==> src/rtl/ascon_sequencer_if.sv <==
// Host and core handshake bundle for ascon_sequencer.
// The master modport is the sequencer's view; slave is the host/core environment.
interface ascon_sequencer_if #(
    parameter int unsigned DATA_WIDTH = 64
);
    logic                  i_sys_enable;
    logic                  i_go;
    logic [DATA_WIDTH-1:0] i_host_data;
    logic                  i_host_valid;
    logic                  o_host_ready;
    logic                  i_core_data_req;
    logic                  i_core_valid_cipher;
    logic                  i_core_done;
    logic                  o_core_start;
    logic                  o_core_data_valid;
    logic [DATA_WIDTH-1:0] o_core_data;
    logic                  o_cipher_valid;
    logic [2:0]            o_cipher_index;
    logic                  o_busy;
    logic                  o_done;
    logic                  o_error;

    modport master (
        input  i_sys_enable, i_go, i_host_data, i_host_valid,
        input  i_core_data_req, i_core_valid_cipher, i_core_done,
        output o_host_ready, o_core_start, o_core_data_valid, o_core_data,
        output o_cipher_valid, o_cipher_index, o_busy, o_done, o_error
    );

    modport slave (
        output i_sys_enable, i_go, i_host_data, i_host_valid,
        output i_core_data_req, i_core_valid_cipher, i_core_done,
        input  o_host_ready, o_core_start, o_core_data_valid, o_core_data,
        input  o_cipher_valid, o_cipher_index, o_busy, o_done, o_error
    );
endinterface

==> src/rtl/ascon_sequencer.sv <==
// Feeds one ASCON-128 message (AD, plaintext blocks, finalization) from a 2-entry host FIFO
// into the core, indexes cipher outputs and trips a watchdog on a hung core.
module ascon_sequencer #(
    parameter int unsigned DATA_WIDTH    = 64,
    parameter int unsigned NUM_PT_BLOCKS = 4,
    parameter int unsigned TIMEOUT       = 32
) (
    input logic           clock,
    input logic           reset_n,
    ascon_sequencer_if.master bus
);
    localparam logic [2:0] S_IDLE      = 3'd0;
    localparam logic [2:0] S_START     = 3'd1;
    localparam logic [2:0] S_WAIT_REQ  = 3'd2;
    localparam logic [2:0] S_PUSH      = 3'd3;
    localparam logic [2:0] S_RELEASE   = 3'd4;
    localparam logic [2:0] S_WAIT_DONE = 3'd5;
    localparam logic [2:0] S_DONE      = 3'd6;
    localparam logic [2:0] S_ERROR     = 3'd7;

    localparam int unsigned LastWord = NUM_PT_BLOCKS + 2;
    localparam int unsigned WcW      = $clog2(LastWord + 1);

    logic [2:0]            state_q, state_d;
    logic [7:0]            wd_q, wd_d;
    logic [WcW-1:0]        word_cnt_q, word_cnt_d;
    logic [2:0]            cipher_cnt_q, cipher_cnt_d;
    logic                  cipher_valid_q;
    logic [2:0]            cipher_index_q;
    logic [DATA_WIDTH-1:0] core_data_q;
    logic [DATA_WIDTH-1:0] mem_q [2];
    logic                  wr_ptr_q, wr_ptr_d, rd_ptr_q, rd_ptr_d;
    logic [1:0]            fifo_cnt_q, fifo_cnt_d;
    logic                  host_ready, push, pop, wd_run, cipher_hit;

    assign host_ready = (fifo_cnt_q != 2'd2) && (state_q != S_ERROR);
    assign push       = bus.i_host_valid && host_ready;
    assign cipher_hit = bus.i_core_valid_cipher &&
                        ((state_q == S_WAIT_REQ) || (state_q == S_PUSH) ||
                         (state_q == S_RELEASE) || (state_q == S_WAIT_DONE));

    always_comb begin
        state_d = state_q;
        pop     = 1'b0;
        wd_run  = 1'b0;
        case (state_q)
            S_IDLE:  if (bus.i_go) state_d = S_START;
            S_START: state_d = S_WAIT_REQ;
            S_WAIT_REQ: begin
                // Request with an empty FIFO is host starvation: no watchdog.
                if (bus.i_core_data_req) begin
                    if (fifo_cnt_q != 2'd0) begin
                        pop     = 1'b1;
                        state_d = S_PUSH;
                    end
                end else begin
                    wd_run = 1'b1;
                end
            end
            S_PUSH: state_d = S_RELEASE;
            S_RELEASE: begin
                if (!bus.i_core_data_req) begin
                    state_d = (word_cnt_q == WcW'(LastWord)) ? S_WAIT_DONE : S_WAIT_REQ;
                end else begin
                    wd_run = 1'b1;
                end
            end
            S_WAIT_DONE: begin
                if (bus.i_core_done) state_d = S_DONE;
                else                 wd_run  = 1'b1;
            end
            S_DONE:  state_d = S_IDLE;
            S_ERROR: state_d = S_ERROR;
            default: state_d = S_IDLE;
        endcase
        if (wd_run && (wd_q == 8'(TIMEOUT - 1))) state_d = S_ERROR;
    end

    always_comb begin
        wd_d = 8'd0;
        if ((state_d == state_q) && wd_run) wd_d = wd_q + 8'd1;
    end

    always_comb begin
        word_cnt_d   = word_cnt_q;
        cipher_cnt_d = cipher_cnt_q;
        if ((state_q == S_IDLE) && bus.i_go) begin
            word_cnt_d   = '0;
            cipher_cnt_d = '0;
        end else begin
            if (pop) word_cnt_d = word_cnt_q + WcW'(1);
            if (cipher_hit && (cipher_cnt_q != 3'(NUM_PT_BLOCKS))) begin
                cipher_cnt_d = cipher_cnt_q + 3'd1;
            end
        end
    end

    always_comb begin
        wr_ptr_d   = wr_ptr_q;
        rd_ptr_d   = rd_ptr_q;
        fifo_cnt_d = fifo_cnt_q;
        if (state_q == S_ERROR) begin
            wr_ptr_d   = 1'b0;
            rd_ptr_d   = 1'b0;
            fifo_cnt_d = 2'd0;
        end else begin
            if (push) wr_ptr_d = ~wr_ptr_q;
            if (pop)  rd_ptr_d = ~rd_ptr_q;
            case ({push, pop})
                2'b10:   fifo_cnt_d = fifo_cnt_q + 2'd1;
                2'b01:   fifo_cnt_d = fifo_cnt_q - 2'd1;
                default: fifo_cnt_d = fifo_cnt_q;
            endcase
        end
    end

    always_ff @(posedge clock) begin
        if (push) mem_q[wr_ptr_q] <= bus.i_host_data;
    end

    always_ff @(posedge clock or negedge reset_n) begin
        if (!reset_n) begin
            state_q        <= S_IDLE;
            wd_q           <= 8'd0;
            word_cnt_q     <= '0;
            cipher_cnt_q   <= 3'd0;
            cipher_valid_q <= 1'b0;
            cipher_index_q <= 3'd0;
            core_data_q    <= '0;
            wr_ptr_q       <= 1'b0;
            rd_ptr_q       <= 1'b0;
            fifo_cnt_q     <= 2'd0;
        end else if (!bus.i_sys_enable) begin
            state_q        <= S_IDLE;
            wd_q           <= 8'd0;
            word_cnt_q     <= '0;
            cipher_cnt_q   <= 3'd0;
            cipher_valid_q <= 1'b0;
            cipher_index_q <= 3'd0;
            core_data_q    <= '0;
            wr_ptr_q       <= 1'b0;
            rd_ptr_q       <= 1'b0;
            fifo_cnt_q     <= 2'd0;
        end else begin
            state_q        <= state_d;
            wd_q           <= wd_d;
            word_cnt_q     <= word_cnt_d;
            cipher_cnt_q   <= cipher_cnt_d;
            cipher_valid_q <= cipher_hit;
            if (cipher_hit) cipher_index_q <= cipher_cnt_q;
            if (pop)        core_data_q    <= mem_q[rd_ptr_q];
            wr_ptr_q       <= wr_ptr_d;
            rd_ptr_q       <= rd_ptr_d;
            fifo_cnt_q     <= fifo_cnt_d;
        end
    end

    assign bus.o_host_ready      = host_ready;
    assign bus.o_core_start      = (state_q == S_START);
    assign bus.o_core_data_valid = (state_q == S_PUSH);
    assign bus.o_core_data       = core_data_q;
    assign bus.o_cipher_valid    = cipher_valid_q;
    assign bus.o_cipher_index    = cipher_index_q;
    assign bus.o_busy            = (state_q != S_IDLE) && (state_q != S_ERROR);
    assign bus.o_done            = (state_q == S_DONE);
    assign bus.o_error           = (state_q == S_ERROR);
endmodule

==> src/flat_wrapper.sv <==
// flat-port wrapper written by rule: the top's interface ports become plain ports
module ascon_sequencer_flat 
#(
    parameter int unsigned DATA_WIDTH    = 64,
    parameter int unsigned NUM_PT_BLOCKS = 4,
    parameter int unsigned TIMEOUT       = 32
)
  (clock, reset_n, bus_i_sys_enable, bus_i_go, bus_i_host_data, bus_i_host_valid, bus_i_core_data_req, bus_i_core_valid_cipher, bus_i_core_done, bus_o_host_ready, bus_o_core_start, bus_o_core_data_valid, bus_o_core_data, bus_o_cipher_valid, bus_o_cipher_index, bus_o_busy, bus_o_done, bus_o_error);
  ascon_sequencer_if #(.DATA_WIDTH(DATA_WIDTH)) bus_i ();
  input logic clock;
  input logic reset_n;
  input wire logic [$bits(bus_i.i_sys_enable)-1:0] bus_i_sys_enable;
  input wire logic [$bits(bus_i.i_go)-1:0] bus_i_go;
  input wire logic [$bits(bus_i.i_host_data)-1:0] bus_i_host_data;
  input wire logic [$bits(bus_i.i_host_valid)-1:0] bus_i_host_valid;
  input wire logic [$bits(bus_i.i_core_data_req)-1:0] bus_i_core_data_req;
  input wire logic [$bits(bus_i.i_core_valid_cipher)-1:0] bus_i_core_valid_cipher;
  input wire logic [$bits(bus_i.i_core_done)-1:0] bus_i_core_done;
  output wire logic [$bits(bus_i.o_host_ready)-1:0] bus_o_host_ready;
  output wire logic [$bits(bus_i.o_core_start)-1:0] bus_o_core_start;
  output wire logic [$bits(bus_i.o_core_data_valid)-1:0] bus_o_core_data_valid;
  output wire logic [$bits(bus_i.o_core_data)-1:0] bus_o_core_data;
  output wire logic [$bits(bus_i.o_cipher_valid)-1:0] bus_o_cipher_valid;
  output wire logic [$bits(bus_i.o_cipher_index)-1:0] bus_o_cipher_index;
  output wire logic [$bits(bus_i.o_busy)-1:0] bus_o_busy;
  output wire logic [$bits(bus_i.o_done)-1:0] bus_o_done;
  output wire logic [$bits(bus_i.o_error)-1:0] bus_o_error;
  assign bus_i.i_sys_enable = bus_i_sys_enable;
  assign bus_i.i_go = bus_i_go;
  assign bus_i.i_host_data = bus_i_host_data;
  assign bus_i.i_host_valid = bus_i_host_valid;
  assign bus_i.i_core_data_req = bus_i_core_data_req;
  assign bus_i.i_core_valid_cipher = bus_i_core_valid_cipher;
  assign bus_i.i_core_done = bus_i_core_done;
  assign bus_o_host_ready = bus_i.o_host_ready;
  assign bus_o_core_start = bus_i.o_core_start;
  assign bus_o_core_data_valid = bus_i.o_core_data_valid;
  assign bus_o_core_data = bus_i.o_core_data;
  assign bus_o_cipher_valid = bus_i.o_cipher_valid;
  assign bus_o_cipher_index = bus_i.o_cipher_index;
  assign bus_o_busy = bus_i.o_busy;
  assign bus_o_done = bus_i.o_done;
  assign bus_o_error = bus_i.o_error;
  ascon_sequencer #(.DATA_WIDTH(DATA_WIDTH), .NUM_PT_BLOCKS(NUM_PT_BLOCKS), .TIMEOUT(TIMEOUT)) u_core (.clock(clock), .reset_n(reset_n), .bus(bus_i));
endmodule
==> config.mk <==
export PLATFORM = sky130hd
export DESIGN_NAME = ascon_sequencer_flat
export DESIGN_NICKNAME = d
export VERILOG_FILES = /design/src/rtl/ascon_sequencer_if.sv /design/src/rtl/ascon_sequencer.sv /design/src/flat_wrapper.sv
export SDC_FILE = /design/constraint.sdc
export NUM_CORES = 1
export LEC_CHECK = 0
export ABC_AREA = 0
export CORE_UTILIZATION = 50
export CTS_CLUSTER_SIZE = 40
export DETAILED_ROUTE_END_ITERATION = 8
export PLACE_DENSITY = 0.76
export SETUP_SLACK_MARGIN = 0.05
export SLEW_MARGIN = 20
export SYNTH_ARGS = -nofsm -noshare
export SYNTH_HDL_FRONTEND = slang
export SYNTH_SLANG_ARGS = --single-unit
==> constraint.sdc <==
create_clock -name clock -period 5.2 [get_ports clock]
set_clock_uncertainty 0.15 [all_clocks]
set_input_delay 0.78 -clock clock [delete_from_list [all_inputs] [get_ports clock]]
set_output_delay 0.78 -clock clock [all_outputs]
set_load 0.1 [all_outputs]
==> flow_summary_export.csv, run 1 <==
group,metric,value,unit
run_status,status,"complete, no violations",
grt,antenna_found_initial,0,
worst_setup_path,cp-start-kind,"flip-flop",
floorplanning,start_util,51.69,%
grt,grt_overflow,0,
grt,grt_max_degree,134,
placement,hpwl,9916,microns
power_and_ir_drop,p_comb_share,13.2,%
placement,gp_congestion,0.8635,
floorplanning,chipHeight,130.8,microns
worst_hold_path,min_path_type,"in -> async",
sta,period_share,68.18,%
sta,tightest_slew,1.043,ns
power_and_ir_drop,power_density,395.3,nW/um^2
power_and_ir_drop,p_leak,3.851,nW
worst_setup_path,required,4.27,ns
worst_setup_path,rr_startpoint,"u_core.state_q[1]$_DFF_PN0_",
power_and_ir_drop,sequentialPowerShare,47.6,%
clocking,root_buffer,"clkbuf_16",
yosys,netlist_top_cells_area,"edfxtp_1 46%, dfrtp_1 27%, mux2i_1 8.2%, a211oi_1 5.8%, nor2_1 4.1%",
power_and_ir_drop,swShare,25.14,%
clocking,post_cts_resized,0,
sta,hold-worst-slack,0.2299,ns
worst_setup_path,cp-end-kind,"output pin",
grt,grt_pass1_vias,5074,
final_layout,area_delta_synth_final,29.63,%
drt,drt-total-wl,16410,microns
placement,port_buffers,145,
clocking,hold_buffers,0,
power_and_ir_drop,peakVddDrop,0.0002106,V
sta,min_period,3.545,ns
clocking,post-cts-setup-buffers,0,
yosys,netlist-cell-type-count,39,
power_and_ir_drop,internal-power,0.003184,W
sta,max_freq,0.2821,GHz
yosys,synth_ff_type,"edfxtp_1",
yosys,yosysWarnings,0,
worst_setup_path,worst_ep_arrival_time,2.62,ns
sta,max-slew-margin-rel,30.27,%
yosys,netlist_area,8300,sq um
power_and_ir_drop,switchingPower,0.001069,W
yosys,yosys.area.top_type,"edfxtp_1",
clocking,cts.path.max_buffers,3,
drt,routedWlPerCell,17.59,microns
yosys,post-synth-top-count-cell,"edfxtp_1",
power_and_ir_drop,power.share.clock,39.3,%
final_layout,diodes,0,
yosys,yosys_register_bits,217,
final_layout,drive_above_1_share,6.695,%
clocking,cts_tree,"yes",
drt,first_pass_iters,4,
clocking,cts.clk_slew.worst_paths,0.06,ns
power_and_ir_drop,finalPower,0.004254,W
floorplanning,ios,146,
sta,rsz0062_at_grt,"false",
drt,antenna_left,0,
worst_setup_path,reg2reg_depth,5,
flow_run,cap_violations,0,
final_layout,layout.nets,779,
yosys,syn_avg_cell_area,14.88,sq um
worst_setup_path,worst_r2r_endpoint,"u_core.mem_q[0][16]$_DFFE_PP_",
yosys,syn_inst,558,
worst_setup_path,ff2ff_setup_slack,2.58,ns
clocking,clock_latency,0.48,ns
grt,grt_util_all_layers,19.65,%
worst_setup_path,cp_max_fo,14,
clocking,cts_buffers,22,
yosys,ys_seq_area_share,73.14,%
yosys,postSynthNetCount,636,
worst_setup_path,crit_type,"reg -> out",
floorplanning,die_width,130.8,microns
yosys,synthArstFlopShare,41.01,%
sta,drv_slew,0,
yosys,synth_edf_count,128,
sta,finalHoldViolations,0,
final_layout,final_util,67.01,%
drt,drtIter0Drc,234,
grt,grt_pass1_wl,25900,microns
clocking,htreeDepth,1,
drt,vias,4953,
floorplanning,rows,46,
drt,via_per_inst,5.309,
yosys,netlist_top_cells_count,"128 x edfxtp_1, 90 x nor2_1, 89 x dfrtp_1",
floorplanning,die_area,17120,sq um
clocking,clock-sinks,217,
floorplanning,core,16060,sq um
yosys,yosys.area.top_type_share,46.31,%
sta,setup_viol,0,
drt,drc,0,
[power groups by stage]
| stage | clock network [W] | logic [W] | registers (W) |
|---|---|---|---|
| 2_1_floorplan | 0 | 0.000219 | 0.00220 |
| 3_3_place_gp | 0 | 0.000543 | 0.00206 |
| 3_5_place_dp | 0 | 0.000555 | 0.00206 |
| 4_1_cts | 0.00170 | 0.000558 | 0.00203 |
| 5_1_grt | 0.00177 | 0.000597 | 0.00203 |
| 6_report | 0.00167 | 0.000560 | 0.00202 |
[sequential cells by signal, summed over array words and instances, names as in the netlist, 2 cells and up]
| register | flops |
|---|---|
| u_core.bus.o_cipher_index | 3 |
| u_core.state_q | 3 |
| u_core.mem_q | 128 |
| u_core.cipher_cnt_q | 3 |
| u_core.word_cnt_q | 3 |
| u_core.wd_q | 8 |
| u_core.fifo_cnt_q | 2 |
| u_core.bus.o_core_data | 64 |
[worst max-delay path: stages (launching register included)]
cell and delay (ns):
dfrtp_1 0.50, and3_1 0.28, a21oi_1 0.18, clkdlybuf4s50_1 1.16
[layer usage]
| layer | GRT usage, % | vias up | wire length [microns] |
|---|---|---|---|
| li1 | - | 2350 | - |
| met2 | 35.29 | 113 | 8727 |
| met1 | 24.76 | 2471 | 6792 |
| met5 | 0 | - | 0 |
| met4 | 5.409 | 0 | 217 |
| met3 | 3.054 | 19 | 671 |
[cell type report]
class | count | area, sq um
timing repair buffer | 151 | 1526
fill | 1115 | 5298
clock inverter | 12 | 158.9
multi-input combinational | 300 | 2071
inverter | 9 | 33.78
sequential | 217 | 6075
tap | 216 | 270.3
clock buffer | 28 | 625.6
[worst max path at each step]
stage,endpoint,cells after the start,slack (ns),start
after floorplan,u_core.mem_q[0][0]$_DFFE_PP_,5,-0.35,u_core.state_q[1]$_DFF_PN0_
after global placement,u_core.word_cnt_q[2]$_DFFE_PN0P_,7,2.22,bus_i_core_data_req
after detailed placement,u_core.bus.o_core_data[3]$_DFFE_PN0P_,6,2.16,bus_i_core_data_req
after CTS,bus_o_host_ready,3,1.66,u_core.state_q[1]$_DFF_PN0_
after global routing,bus_o_host_ready,3,1.56,u_core.state_q[1]$_DFF_PN0_
final,bus_o_host_ready,3,1.65,u_core.state_q[1]$_DFF_PN0_
[through the flow]
step | area (sq um) | setup TNS, ns | setup WS (ns) | cells
floorplan | 8305 | -44.83 | -0.3503 | 558
finish | 10760 | 0 | 1.655 | 933
global route | 10760 | 0 | 1.557 | 933
detailed placement | 9948 | 0 | 2.163 | 892
global placement | 9948 | 0 | 2.221 | 892
CTS | 10730 | 0 | 1.659 | 932
[cells by family after synthesis]
| group | synth area share (%) |
|---|---|
| adders and majority gates | 0.9044 |
| AOI/OAI and AO/OA | 7.703 |
| DFF | 73.14 |
| and+or+nand+nor | 6.512 |
| muxes | 8.200 |
| xor gates and xnor gates | 1.372 |
| buffers and inverters | 2.171 |
[layout by cell type (no fill, tap or decap), types with 2 or more instances in the layout]
cell type,n
clkbuf_16,24
clkinvlp_4,2
dfrtp_1,88
and3_1,3
a21oi_1,12
clkdlybuf4s50_1,144
o21ai_0,4
clkinv_1,5
bufinv_16,4
and2b_1,2
nor2_1,88
nor2_4,2
nand2_1,6
edfxtp_1,128
mux2i_1,68
inv_1,8
ha_1,6
a211oi_1,64
nor3_1,2
xor2_1,7
nand3_1,8
clkbuf_1,3
buf_4,5
xnor2_1,6
nand2b_1,3
Power figures use the tool's default switching activity.
==> run 2, diff against run 1 <==
==> constraint.sdc (replaced) <==
create_clock -name clock -period 3.37 [get_ports clock]
set_clock_uncertainty 0.15 [all_clocks]
set_input_delay 0.5055 -clock clock [delete_from_list [all_inputs] [get_ports clock]]
set_output_delay 0.5055 -clock clock [all_outputs]
set_load 0.1 [all_outputs]
==> run 2 against run 1 <==
Compared with the run above: setup slack got worse by 0.94 ns; clock power is 35% higher; power grew 47%; sequential cell count unchanged; die area is the same; via count increased by 0.16%; sequential share of layout area grew 0.93 points; largest cell class unchanged; largest power group unchanged.
==> flow_summary_export.csv, run 2 (same netlist as run 1, synthesis figures left out) <==
group,metric,value,unit
run_status,status,"complete, no violations",
final_layout,design_area,10590,sq um
grt,gr-usage-met1,24.86,%
clocking,cts_tree,"yes",
worst_setup_path,crit_type,"reg -> out",
sta,max_freq,0.3772,GHz
final_layout,regArea,6075,sq um
power_and_ir_drop,peakVddDrop,0.0004448,V
clocking,cts.clk_slew.worst_paths,0.06,ns
grt,busiest_layer,"met2",
grt,grt_pass1_wl,25750,microns
worst_setup_path,crit_path_start,"u_core.bus.o_core_data[35]$_DFFE_PN0P_",
sta,rsz0062_at_grt,"false",
final_layout,area_delta_synth_final,27.53,%
final_layout,largest_register,"u_core.mem_q",
worst_setup_path,critPathMaxStageDelay,1.14,ns
worst_setup_path,rr_startpoint,"u_core.state_q[2]$_DFF_PN0_",
clocking,post_cts_resized,0,
power_and_ir_drop,p_leak,3.926,nW
sta,tightest_slew,0.9834,ns
worst_hold_path,min_path_type,"reg -> reg",
worst_setup_path,cp-start-kind,"flip-flop",
grt,grt_max_degree,134,
floorplanning,start_util,51.69,%
placement,hpwl,9987,microns
drt,vias,4961,
floorplanning,die_width,130.8,microns
grt,grt_util_all_layers,19.63,%
sta,period_share,78.66,%
floorplanning,ios,146,
flow_run,cap_violations,0,
worst_setup_path,critPathSlowestCell,"clkdlybuf4s50_1",
placement,port_buffers,145,
drt,drc,0,
worst_setup_path,cp-end-kind,"output pin",
sta,drv_slew,0,
power_and_ir_drop,power_density,589.8,nW/um^2
clocking,cts_buffers,22,
clocking,cts.path.max_buffers,3,
sta,finalHoldViolations,0,
floorplanning,core,16060,sq um
final_layout,multiInputGateArea,2095,sq um
drt,antenna_left,0,
final_layout,num-fill-cells,1160,
sta,max-slew-margin-rel,34.24,%
final_layout,largest_register_ffs,128,
placement,postPlaceCellArea,9894,sq um
final_layout,final_common_cell,"edfxtp_1",
worst_setup_path,path_cells,"clkdlybuf4s50_1",
drt,drtIter0Drc,250,
clocking,clock_latency,0.49,ns
sta,setup_viol,0,
grt,grt_overflow,0,
drt,drt-total-wl,16290,microns
sta,min_period,2.651,ns
worst_setup_path,worst_ep_arrival_time,2.00,ns
worst_setup_path,crit_family,"buffers and inverters",
drt,routedWlPerCell,17.42,microns
grt,grt_pass1_vias,5052,
floorplanning,die_area,17120,sq um
final_layout,final_cell_mix,"128 x edfxtp_1, 92 x clkdlybuf4s50_1, 88 x nor2_1, 88 x dfrtp_1, 68 x mux2i_1",
grt,use_met3,3.054,%
worst_setup_path,cp_max_fo,2,
floorplanning,chipHeight,130.8,microns
clocking,clock-sinks,217,
worst_hold_path,worstHoldStart,"u_core.bus.o_cipher_index[0]$_DFFE_PN0P_",
clocking,root_buffer,"clkbuf_16",
grt,antenna_found_initial,0,
worst_setup_path,crit_buf_inv,1,
floorplanning,rows,46,
clocking,htreeDepth,1,
final_layout,drive_above_1_share,14.46,%
sta,fin_setup_tns,0,ns
placement,gp_congestion,0.7956,
worst_setup_path,required,2.71,ns
drt,via_per_inst,5.306,
final_layout,diodes,0,
drt,first_pass_iters,4,
grt,use_met2,34.58,%
final_layout,layout.nets,781,
==> run 2: timing repair <==
action,in CTS,in global routing
setup buffers,0,0
hold buffers,1,0
endpoints found under the setup margin,0,0
endpoints found under the hold margin,52,0
==> run 2: layer usage <==
layer	share of wire, %	vias to the layer above
li1	-	2357
met1	42	2452
met3	4.1	32
met2	52	120
met5	0	-
met4	2.5	0
==> run 2: worst register-to-register path, delay by kind of cell, from the launching register on <==
kind | cells | cell delay [ns]
compound gates | 1 | 0.27
buf+inv | 1 | 0.40
flops | 1 | 0.53
simple gates | 2 | 0.80
==> run 2: stage by stage <==
stage	hold WS (ns)	cells	util, %	power, W	setup slack [ns]
floorplan	0.05991	558	-	0.003742	0.06523
global placement	0.3327	894	61.62	0.004015	0.6912
detailed placement	0.3662	894	61.62	0.004045	0.5963
CTS	0.3741	935	65.92	0.006303	0.7005
global route	0.3970	935	65.92	0.006476	0.6655
finish	0.3728	935	65.92	0.006243	0.7192
==> run 2: power breakdown <==
part           internal (W)  total (W)  switching (W)
clock               0.00131    0.00226       0.000948
combinational      0.000259   0.000866       0.000606
sequential          0.00303    0.00312      0.0000854
total               0.00460    0.00624        0.00164
==> run 2: path summary, 6_finish.rpt <==
| kind | endpoint | slack, ns | cells past startpoint |
|---|---|---|---|
| max in group asynchronous | u_core.bus.o_core_data[61]$_DFFE_PN0P_ | 1.95 | 3 |
| worst min-delay path | u_core.bus.o_cipher_index[0]$_DFFE_PN0P_ | 0.37 | 2 |
| worst min register to register | u_core.bus.o_cipher_index[0]$_DFFE_PN0P_ | 0.37 | 2 |
| min in group asynchronous | u_core.bus.o_core_data[4]$_DFFE_PN0P_ | 0.46 | 2 |
| worst max register to register | u_core.bus.o_core_data[46]$_DFFE_PN0P_ | 1.11 | 4 |
| worst max-delay path | bus_o_core_data[35] | 0.72 | 1 |
==> run 2: cell type report <==
type	count	area share [%]
Sequential cell	217	57.39
Clock inverter	10	0.4610
Inverter	9	0.3191
Multi-Input combinational cell	300	19.79
Clock buffer	30	5.969
Tap cell	216	2.553
Timing Repair Buffer	153	13.52
